File: src/rtl/cas_pkg.sv
// Shared definitions for the cassette playback source: FSM states, FSK half-cycle defaults.
package cas_pkg;

   localparam int CAS_CLK_HZ = 57272000;
   localparam int HALF_0_DEF = 23863;
   localparam int HALF_1_DEF = 11932;
   localparam int CNT_W      = 16;

   typedef enum logic [2:0] {
      ST_IDLE,
      ST_HIGH,
      ST_LOW,
      ST_STALL,
      ST_EOT
   } cas_state_t;

   // Terminal count of the half-cycle counter for a bit value b.
   function automatic logic [CNT_W-1:0] half_last(input logic b, input int h0, input int h1);
      return b ? CNT_W'(h1 - 1) : CNT_W'(h0 - 1);
   endfunction

endpackage

File: src/rtl/cas_fetch.sv
// Byte fetcher: one outstanding read, one-byte prefetch buffer, byte_pos counter.
// Response latency is free; a read issued before a rewind is marked stale and its data dropped.
module cas_fetch
   import cas_pkg::*;
#(
   parameter int AW = 16
)(
   input  logic          clk,
   input  logic          reset,
   input  logic          run,
   input  logic          rewind,
   input  logic [AW-1:0] tape_len,
   input  logic          take,
   input  logic          rd_valid,
   input  logic [7:0]    rd_data,
   output logic          rd_req,
   output logic [AW-1:0] rd_addr,
   output logic [AW-1:0] byte_pos,
   output logic          buf_vld,
   output logic [7:0]    buf_dat
);

   logic pend;
   logic stale;

   always_ff @(posedge clk or negedge reset) begin
      if (!reset) begin
         rd_req   <= 1'b0;
         rd_addr  <= '0;
         byte_pos <= '0;
         buf_vld  <= 1'b0;
         buf_dat  <= '0;
         pend     <= 1'b0;
         stale    <= 1'b0;
      end else begin
         rd_req <= 1'b0;
         if (rewind) begin
            byte_pos <= '0;
            rd_addr  <= '0;
            buf_vld  <= 1'b0;
            // No new read until the in-flight one has returned and been discarded.
            pend     <= pend && !rd_valid;
            stale    <= pend && !rd_valid;
         end else begin
            if (pend && rd_valid) begin
               pend  <= 1'b0;
               stale <= 1'b0;
               if (!stale) begin
                  buf_vld  <= 1'b1;
                  buf_dat  <= rd_data;
                  byte_pos <= byte_pos + 1'b1;
               end
            end else if (!pend && !buf_vld && run && (byte_pos < tape_len)) begin
               rd_req  <= 1'b1;
               rd_addr <= byte_pos;
               pend    <= 1'b1;
            end
            if (take) begin
               buf_vld <= 1'b0;
            end
         end
      end
   end

endmodule

File: src/rtl/cas_player.sv
// Cassette playback: FSK-encodes buffered .CAS bytes LSB first onto casdout, gated by the motor relay.
// Each bit is one full square cycle; a missing byte at a bit boundary stalls with casdout low.
module cas_player
   import cas_pkg::*;
#(
   parameter int HALF_0 = HALF_0_DEF,
   parameter int HALF_1 = HALF_1_DEF,
   parameter int AW     = 16
)(
   input  logic          clk,
   input  logic          reset,
   input  logic          motor,
   input  logic          tape_loaded,
   input  logic [AW-1:0] tape_len,
   input  logic          rewind,
   output logic          rd_req,
   output logic [AW-1:0] rd_addr,
   input  logic          rd_valid,
   input  logic [7:0]    rd_data,
   output logic          casdout,
   output logic          playing,
   output logic          eot,
   output logic          underrun,
   output logic [AW-1:0] byte_pos
);

   cas_state_t       state;
   logic [CNT_W-1:0] cnt;
   logic [7:0]       sr;
   logic             sr_vld;
   logic [2:0]       bit_idx;
   logic             cur_b;
   logic             buf_vld;
   logic [7:0]       buf_dat;
   logic             take;
   logic             run;
   logic             half_done;
   logic             last_bit;
   logic             done_all;

   assign run       = motor & tape_loaded;
   assign half_done = (cnt == half_last(cur_b, HALF_0, HALF_1));
   assign last_bit  = (bit_idx == 3'd7);
   assign done_all  = (byte_pos >= tape_len);

   // Buffer -> shift register transfers; must match the loads in the FSM below.
   always_comb begin
      take = 1'b0;
      if (!rewind) begin
         case (state)
            ST_IDLE:  take = run && !sr_vld && buf_vld;
            ST_STALL: take = run && buf_vld;
            ST_LOW:   take = half_done && last_bit && buf_vld;
            default:  take = 1'b0;
         endcase
      end
   end

   cas_fetch #(.AW(AW)) u_fetch (
      .clk      (clk),
      .reset    (reset),
      .run      (run),
      .rewind   (rewind),
      .tape_len (tape_len),
      .take     (take),
      .rd_valid (rd_valid),
      .rd_data  (rd_data),
      .rd_req   (rd_req),
      .rd_addr  (rd_addr),
      .byte_pos (byte_pos),
      .buf_vld  (buf_vld),
      .buf_dat  (buf_dat)
   );

   always_ff @(posedge clk or negedge reset) begin
      if (!reset) begin
         state    <= ST_IDLE;
         cnt      <= '0;
         sr       <= '0;
         sr_vld   <= 1'b0;
         bit_idx  <= '0;
         cur_b    <= 1'b0;
         casdout  <= 1'b0;
         playing  <= 1'b0;
         eot      <= 1'b0;
         underrun <= 1'b0;
      end else if (rewind) begin
         state    <= ST_IDLE;
         cnt      <= '0;
         sr_vld   <= 1'b0;
         bit_idx  <= '0;
         casdout  <= 1'b0;
         playing  <= 1'b0;
         eot      <= 1'b0;
         underrun <= 1'b0;
      end else begin
         case (state)
            ST_IDLE: begin
               if (run && sr_vld) begin
                  cur_b   <= sr[0];
                  cnt     <= '0;
                  casdout <= 1'b1;
                  playing <= 1'b1;
                  state   <= ST_HIGH;
               end else if (run && buf_vld) begin
                  sr      <= buf_dat;
                  sr_vld  <= 1'b1;
                  bit_idx <= '0;
                  cur_b   <= buf_dat[0];
                  cnt     <= '0;
                  casdout <= 1'b1;
                  playing <= 1'b1;
                  state   <= ST_HIGH;
               end else if (run && done_all) begin
                  eot   <= 1'b1;
                  state <= ST_EOT;
               end
            end
            ST_HIGH: begin
               if (half_done) begin
                  cnt     <= '0;
                  casdout <= 1'b0;
                  state   <= ST_LOW;
               end else begin
                  cnt <= cnt + 1'b1;
               end
            end
            ST_LOW: begin
               if (!half_done) begin
                  cnt <= cnt + 1'b1;
               end else begin
                  cnt <= '0;
                  if (last_bit) begin
                     bit_idx <= '0;
                     sr_vld  <= buf_vld;
                     if (buf_vld) begin
                        sr <= buf_dat;
                     end
                  end else begin
                     bit_idx <= bit_idx + 1'b1;
                     sr      <= {1'b0, sr[7:1]};
                  end
                  // Motor is only honoured here, so a running bit always completes.
                  if (!run) begin
                     playing <= 1'b0;
                     state   <= ST_IDLE;
                  end else if (!last_bit) begin
                     cur_b   <= sr[1];
                     casdout <= 1'b1;
                     state   <= ST_HIGH;
                  end else if (buf_vld) begin
                     cur_b   <= buf_dat[0];
                     casdout <= 1'b1;
                     state   <= ST_HIGH;
                  end else if (done_all) begin
                     eot     <= 1'b1;
                     playing <= 1'b0;
                     state   <= ST_EOT;
                  end else begin
                     underrun <= 1'b1;
                     playing  <= 1'b0;
                     state    <= ST_STALL;
                  end
               end
            end
            ST_STALL: begin
               if (!run) begin
                  state <= ST_IDLE;
               end else if (buf_vld) begin
                  sr      <= buf_dat;
                  sr_vld  <= 1'b1;
                  bit_idx <= '0;
                  cur_b   <= buf_dat[0];
                  cnt     <= '0;
                  casdout <= 1'b1;
                  playing <= 1'b1;
                  state   <= ST_HIGH;
               end
            end
            ST_EOT: begin
               casdout <= 1'b0;
            end
            default: begin
               state <= ST_IDLE;
            end
         endcase
      end
   end

endmodule

File: config.mk
export PLATFORM = sky130hd
export DESIGN_NAME = cas_player
export DESIGN_NICKNAME = d
export VERILOG_FILES = /design/src/rtl/cas_pkg.sv /design/src/rtl/cas_fetch.sv /design/src/rtl/cas_player.sv
export SDC_FILE = /design/constraint.sdc
export NUM_CORES = 1
export LEC_CHECK = 0
export ABC_AREA = 1
export BUFFER_PORTS_ARGS = -buffer_cell sky130_fd_sc_hd__buf_4
export CORE_MARGIN = 3
export CORE_UTILIZATION = 25
export DETAILED_ROUTE_END_ITERATION = 7
export HOLD_SLACK_MARGIN = 0.03
export PLACE_DENSITY = 0.51
export SETUP_SLACK_MARGIN = 0.02
export SYNTH_ARGS = -nofsm -noshare
export SYNTH_HDL_FRONTEND = slang
export SYNTH_HIERARCHICAL = 1
export SYNTH_SLANG_ARGS = --single-unit
File: constraint.sdc
create_clock -name clk -period 2.7 [get_ports clk]
set_input_delay 0.27 -clock clk [delete_from_list [all_inputs] [get_ports clk]]
set_output_delay 0.27 -clock clk [all_outputs]
set_load 0.005 [all_outputs]
* Word-level counts from Yosys, hierarchy flattened
Index checks and enable logic that the tools add are counted.
Widths: inputs -> output; s select.
** Operators by class
- Add/subtract/negate cells :: 3
- Order comparisons :: 2
- Eq/ne operators :: 35
- Mux-type cells :: 104
- Bitwise operators :: 3
- Reductions and logical operators :: 45
** Operators by type and width (number)
- $mux 16 :: 12
- $mux 3 :: 19
- $mux 1 :: 56
- $mux 8 :: 6
- $pmux 16 s3 :: 1
- $ne 3x3->1 const B :: 13
- $add 16x1->16 const B :: 2
- $reduce_and 6->1 :: 5
- $pmux 8 s3 :: 1
- $ne 2x2->1 const B :: 10
- $eq 16x15->1 :: 1
- $ge 16x16->1 :: 1
- $lt 16x16->1 :: 1
- $mux 15 :: 1
- $pmux 3 s5 :: 1
- $reduce_and 7->1 :: 2
- $logic_and 1x1->1 :: 12
- $ne 4x4->1 const B :: 3
- $pmux 1 s3 :: 4
- $reduce_bool 2->1 :: 6
- $reduce_bool 3->1 :: 4
- $pmux 3 s3 :: 1
- $reduce_and 9->1 :: 1
- $reduce_bool 4->1 :: 2
- 19 further kinds :: 27
** Word-level totals
- Bits in registers :: 80
- Input bits :: 30
- Output and inout port bits :: 37
- Logic and storage cells :: 209

* Logic depth before layout (Yosys ltp)
- Depth after elaboration :: 8
- Mapped depth :: 17

* Cells and area by module
Netlist, hierarchy kept.
** By module, submodules not included
- cas_player :: instances 1, cells each 409, area each 2914.0 um^2, sequential area each 900.9 um^2
- cas_fetch :: instances 1, cells each 276, area each 2448.6 um^2, sequential area each 1101.1 um^2

* Least setup slack after synthesis
OpenSTA, ideal clock, no wires.
- Path type :: register to register
- Start :: register bit_idx[0]
- End :: register cur_b
- Library setup time :: 0.122 ns
- Arrival time :: 1.671 ns
- Path slack :: 0.907 ns
- Stages on the path, launching flop included :: 10
- Clock period less this slack :: 1.793 ns
- Cells stage by stage :: dfrtp_1 -> ha_1 -> ha_1 -> buf_2 -> o21ai_1 -> inv_1 -> a21oi_1 -> o221ai_1 -> nor2_1 -> a21oi_1
** Between the ends
- Word-level cells in the longest chain between the ends :: 5
** RTL lines
- start: declaration :: RTL line cas_player.sv:31 : logic [2:0] bit_idx;
- start signal: assignment :: RTL line cas_player.sv:140 : bit_idx <= bit_idx + 1'b1;
- $eq 3x3->1 :: RTL line cas_player.sv:43 : assign last_bit = (bit_idx == 3'd7);
- $mux 1 :: RTL line cas_player.sv:147 : end else if (!last_bit) begin
- $mux 1 :: RTL line cas_player.sv:144 : if (!run) begin
- $mux 1 :: RTL line cas_player.sv:129 : if (!half_done) begin
- $pmux 1 s3 :: RTL line cas_player.sv:97 : case (state)
- end signal: assignment :: RTL line cas_player.sv:100 : cur_b <= sr[0];
- end signal: assignment :: RTL line cas_player.sv:148 : cur_b <= sr[1];
- end signal: assignment :: RTL line cas_player.sv:152 : cur_b <= buf_dat[0];
- end: declaration :: RTL line cas_player.sv:32 : logic cur_b;
Every way passes these cells. The select of a mux whose other input is x is not followed.
A chain may end at the register's enable or synchronous reset.

* Final worst setup path
- Start :: register u_fetch.byte_pos[7]
- End :: register state[2]
** Between the ends
- Word-level cells in the longest chain between the ends :: 8
** RTL lines
- start: declaration :: RTL line cas_fetch.sv:18 : output logic [AW-1:0] byte_pos,
- start signal: assignment :: RTL line cas_fetch.sv:51 : byte_pos <= byte_pos + 1'b1;
- $ge 16x16->1 (*) :: RTL line cas_player.sv:44 : assign done_all = (byte_pos >= tape_len);
- $mux 3 :: RTL line cas_player.sv:155 : end else if (done_all) begin
- $mux 3 :: RTL line cas_player.sv:151 : end else if (buf_vld) begin
- $mux 3 :: RTL line cas_player.sv:147
- $mux 3 :: RTL line cas_player.sv:144
- $mux 3 :: RTL line cas_player.sv:129
- $pmux 3 s5 :: RTL line cas_player.sv:97
- $mux 3 :: RTL line cas_player.sv:87 : end else if (rewind) begin
- end signal: assignment :: RTL line cas_player.sv:88 : state <= ST_IDLE;
- end signal: assignment :: RTL line cas_player.sv:146 : state <= ST_IDLE;
- end signal: assignment :: RTL line cas_player.sv:150 : state <= ST_HIGH;
- end: declaration :: RTL line cas_player.sv:27 : cas_state_t state;
Every way passes the cells marked *; elsewhere a longest branch is shown, timed or not. The select of a mux whose other input is x is not followed.

==> results.json <==
{
  "whs_ns": 0.118,
  "fp.dieArea_um2": 23200,
  "cts_inserted_buffers": 9,
  "grt_pass1_wl_um": 24000,
  "multi_input_area_um2": 2880,
  "register_area_um2": 2000,
  "route.detailed.wl_per_inst_um": 14.0,
  "ctsRootBufferMaster": "sky130_fd_sc_hd__clkbuf_16",
  "io_pins": 67,
  "critPathKind": "reg2reg",
  "proportion_of_register_bits_with_asynchronous_set_or_reset_after_synthesis_pct": 100,
  "dp.final_hpwl_um": 10900,
  "path_max_fanout": 9,
  "clock_skew_ns": 0.00782,
  "grt_remaining_overflow": 0,
  "critical_path.startpoint_type": "flip-flop",
  "post-route-period-util_pct": 79.7,
  "cts_hold_buffers": 1,
  "critPathRequiredTime_ns": 2.98,
  "antenna_found_initial": 0,
  "area.growth.synth_to_final_pct": 19.4,
  "fin_nets": 817,
  "worst_path_largest_cell_delay_ns": 0.51,
  "timing_worst_slew_pin_value_ns": 0.629,
  "crit_arrival_ns": 2.43,
  "power_leakage_nw": 3.29,
  "drt-initial-drc-count": 267,
  "clkTransAtPathRegs_ns": 0.06,
  "worst_skew_pair.late_latency_ns": 0.34,
  "syn-num-nets": 750,
  "critical_path.cell_chain": "ha_1, nand2_1, inv_1, nand2_1, nor2_1, nor2_1, nand2_1, nand2_1, nand2_1, nand2_1, nand2_1, nand2_1, nor2_1, nand2_1, nand2_1",
  "gate_count_post_synth": 685,
  "core_area_um2": 20600,
  "cts_buffer_depth": 2,
  "first_global_vias": 4471,
  "grt_setup_unrepaired": "false",
  "share_of_layout_cells_above_drive_strength_1_pct": 19.6,
  "detail_route.drc_violations": 0,
  "layout.cells.most_common": "sky130_fd_sc_hd__nand2_1",
  "class_of_the_worst_hold_path": "in2reg",
  "synth_cell_types": 45,
  "ctsResizeCount": 0,
  "tritoncts": "built",
  "postCtsSetupBuffers": 0,
  "avgSynthCellArea_um2": 7.83,
  "clock_sink_count": 80,
  "die_height_um": 152,
  "avgViaCountPerCell": 4.56,
  "postSynthRegisterBits": 80,
  "max-cap-violations": 0,
  "timing.critical_path.mode_cell": "sky130_fd_sc_hd__nand2_1",
  "drt-total-wl_um": 14400,
  "tns_ns": 0,
  "detailedRoute.firstPassIterationCount": 5,
  "num_antenna_cells": 0,
  "max-vdd-ir-drop_v": 0.000366,
  "max_slew_margin_pct": 58.1,
  "netlist_area_pre_place_um2": 5360,
  "initial_core_util_pct": 26.0,
  "final_antenna_net_count": 0,
  "slowest_cell_on_the_critical_path": "sky130_fd_sc_hd__dfrtp_1",
  "synth_sequential_area_ratio_pct": 37.3,
  "most-common-layout-cells": "sky130_fd_sc_hd__nand2_1, sky130_fd_sc_hd__inv_1, sky130_fd_sc_hd__dfrtp_1, sky130_fd_sc_hd__nor2_1, sky130_fd_sc_hd__buf_4",
  "routabilityCongestion": 0.833,
  "grt_max_degree": 46,
  "synth-main-ff-cell": "sky130_fd_sc_hd__dfrtp_1",
  "synth-warning-count": 6,
  "period_minus_slack_ns": 2.15,
  "final_setup_viols": 0,
  "clock_tree.htree_level_count": 3,
  "status": "finished clean",
  "row_count": 52,
  "grtUsageTotal_pct": 12.6,
  "power-per-cell-area_nw_per_um2": 541,
  "final-hold-violation-count": 0,
  "layout.filler_cells": 2202,
  "final_max_slew_viol_count": 0,
  "timing.critical_path.to_type": "flip-flop",
  "fmax_mhz": 465,
  "num_vias": 4678,
  "finalCoreUtilization_pct": 31.1,
  "fp.dieW_um": 152,
  "io_buffer_count": 66,
  "synth_edf_count": 0
}
[layout make-up]
| class | count | area share (%) |
|---|---|---|
| multi-input combinational | 493 | 45.0 |
| clock inverter | 6 | 0.567 |
| inverter | 96 | 5.63 |
| sequential | 80 | 31.3 |
| timing repair buffer | 72 | 8.67 |
| tap | 270 | 5.27 |
| clock buffer | 10 | 3.57 |
[path summary, 6_finish.rpt]
| kind | cells after the start | start | endpoint | slack, ns |
|---|---|---|---|---|
| worst max register to register | 15 | u_fetch/byte_pos[7] | state[2] | 0.55 |
| worst min-delay path | 2 | rd_valid | u_fetch/pend | 0.12 |
| min in group asynchronous | 2 | reset | u_fetch/byte_pos[3] | 0.50 |
| max in group asynchronous | 3 | reset | sr[7] | 1.58 |
| worst min register to register | 2 | bit_idx[2] | bit_idx[2] | 0.50 |
| worst max-delay path | 15 | u_fetch/byte_pos[7] | state[2] | 0.55 |
[sequential cells by signal, indices dropped and copies added, names as in the netlist, 3 cells and up]
register,flops
sr,8
u_fetch/rd_addr,16
u_fetch/byte_pos,16
cnt,16
u_fetch/buf_dat,8
bit_idx,3
state,3
[power by group]
part	switching [mW]	internal (mW)
sequential	0.153	1.35
clock	0.489	0.617
combinational	0.528	0.323
total	1.17	2.29
[per-layer routing]
| layer | routed length, µm | GRT usage (%) | vias to the layer above |
|---|---|---|---|
| li1 | - | - | 2398 |
| met1 | 7490 | 18.7 | 2184 |
| met2 | 6180 | 18.7 | 87 |
| met3 | 552 | 2.73 | 9 |
| met4 | 146 | 3.27 | 0 |
| met5 | 0 | 0 | - |
[critical path: cells and delay by family, from the launching register on]
family        cells  cell delay [ns]
buf+inv           1             0.06
simple gates     13             1.15
fa+ha+maj         1             0.35
flops             1             0.51
[metrics by stage]
step	cell area [µm²]	worst slack, ns	total power, mW	std cells
6_report	6400	0.549	3.46	1027
2_1_floorplan	5360	0.907	2.14	685
3_3_place_gp	6130	0.510	2.39	1010
5_1_grt	6400	0.285	3.72	1027
3_5_place_dp	6130	0.524	2.39	1010
4_1_cts	6400	0.512	3.53	1027
[synth_stat cells, types with 3 or more instances]
cell	n	area, µm²
sky130_fd_sc_hd__a211oi_1	3	22.5
sky130_fd_sc_hd__a21oi_1	32	160
sky130_fd_sc_hd__a221oi_1	6	52.6
sky130_fd_sc_hd__buf_2	10	50.1
sky130_fd_sc_hd__buf_6	3	33.8
sky130_fd_sc_hd__dfrtp_1	80	2000
sky130_fd_sc_hd__ha_1	35	438
sky130_fd_sc_hd__inv_1	84	315
sky130_fd_sc_hd__inv_2	11	41.3
sky130_fd_sc_hd__mux2_2	8	90.1
sky130_fd_sc_hd__nand2_1	149	559
sky130_fd_sc_hd__nand2_2	4	25.0
sky130_fd_sc_hd__nand2_4	8	90.1
sky130_fd_sc_hd__nand3_1	44	220
sky130_fd_sc_hd__nand3_2	5	50.1
sky130_fd_sc_hd__nand4_1	31	194
sky130_fd_sc_hd__nor2_1	72	270
sky130_fd_sc_hd__nor2_2	8	50.1
sky130_fd_sc_hd__nor2_4	10	113
sky130_fd_sc_hd__nor3_1	13	65.1
sky130_fd_sc_hd__o21ai_0	18	90.1
sky130_fd_sc_hd__o21ai_1	9	45.0
sky130_fd_sc_hd__o21ai_2	3	26.3
sky130_fd_sc_hd__xnor2_1	3	26.3
sky130_fd_sc_hd__xor2_1	12	105
[logic make-up (layout without fill, tap and decap cells)]
| group | Yosys count | in the layout | share of synthesized area, % |
|---|---|---|---|
| buf+inv | 112 | 184 | 8.89 |
| fa+ha+maj | 35 | 35 | 8.17 |
| flops | 80 | 80 | 37.3 |
| simple gates | 351 | 351 | 32.1 |
| compound gates | 84 | 84 | 9.36 |
| mux | 8 | 8 | 1.68 |
| xor+xnor | 15 | 15 | 2.45 |
(Power assumes the default switching activity.)
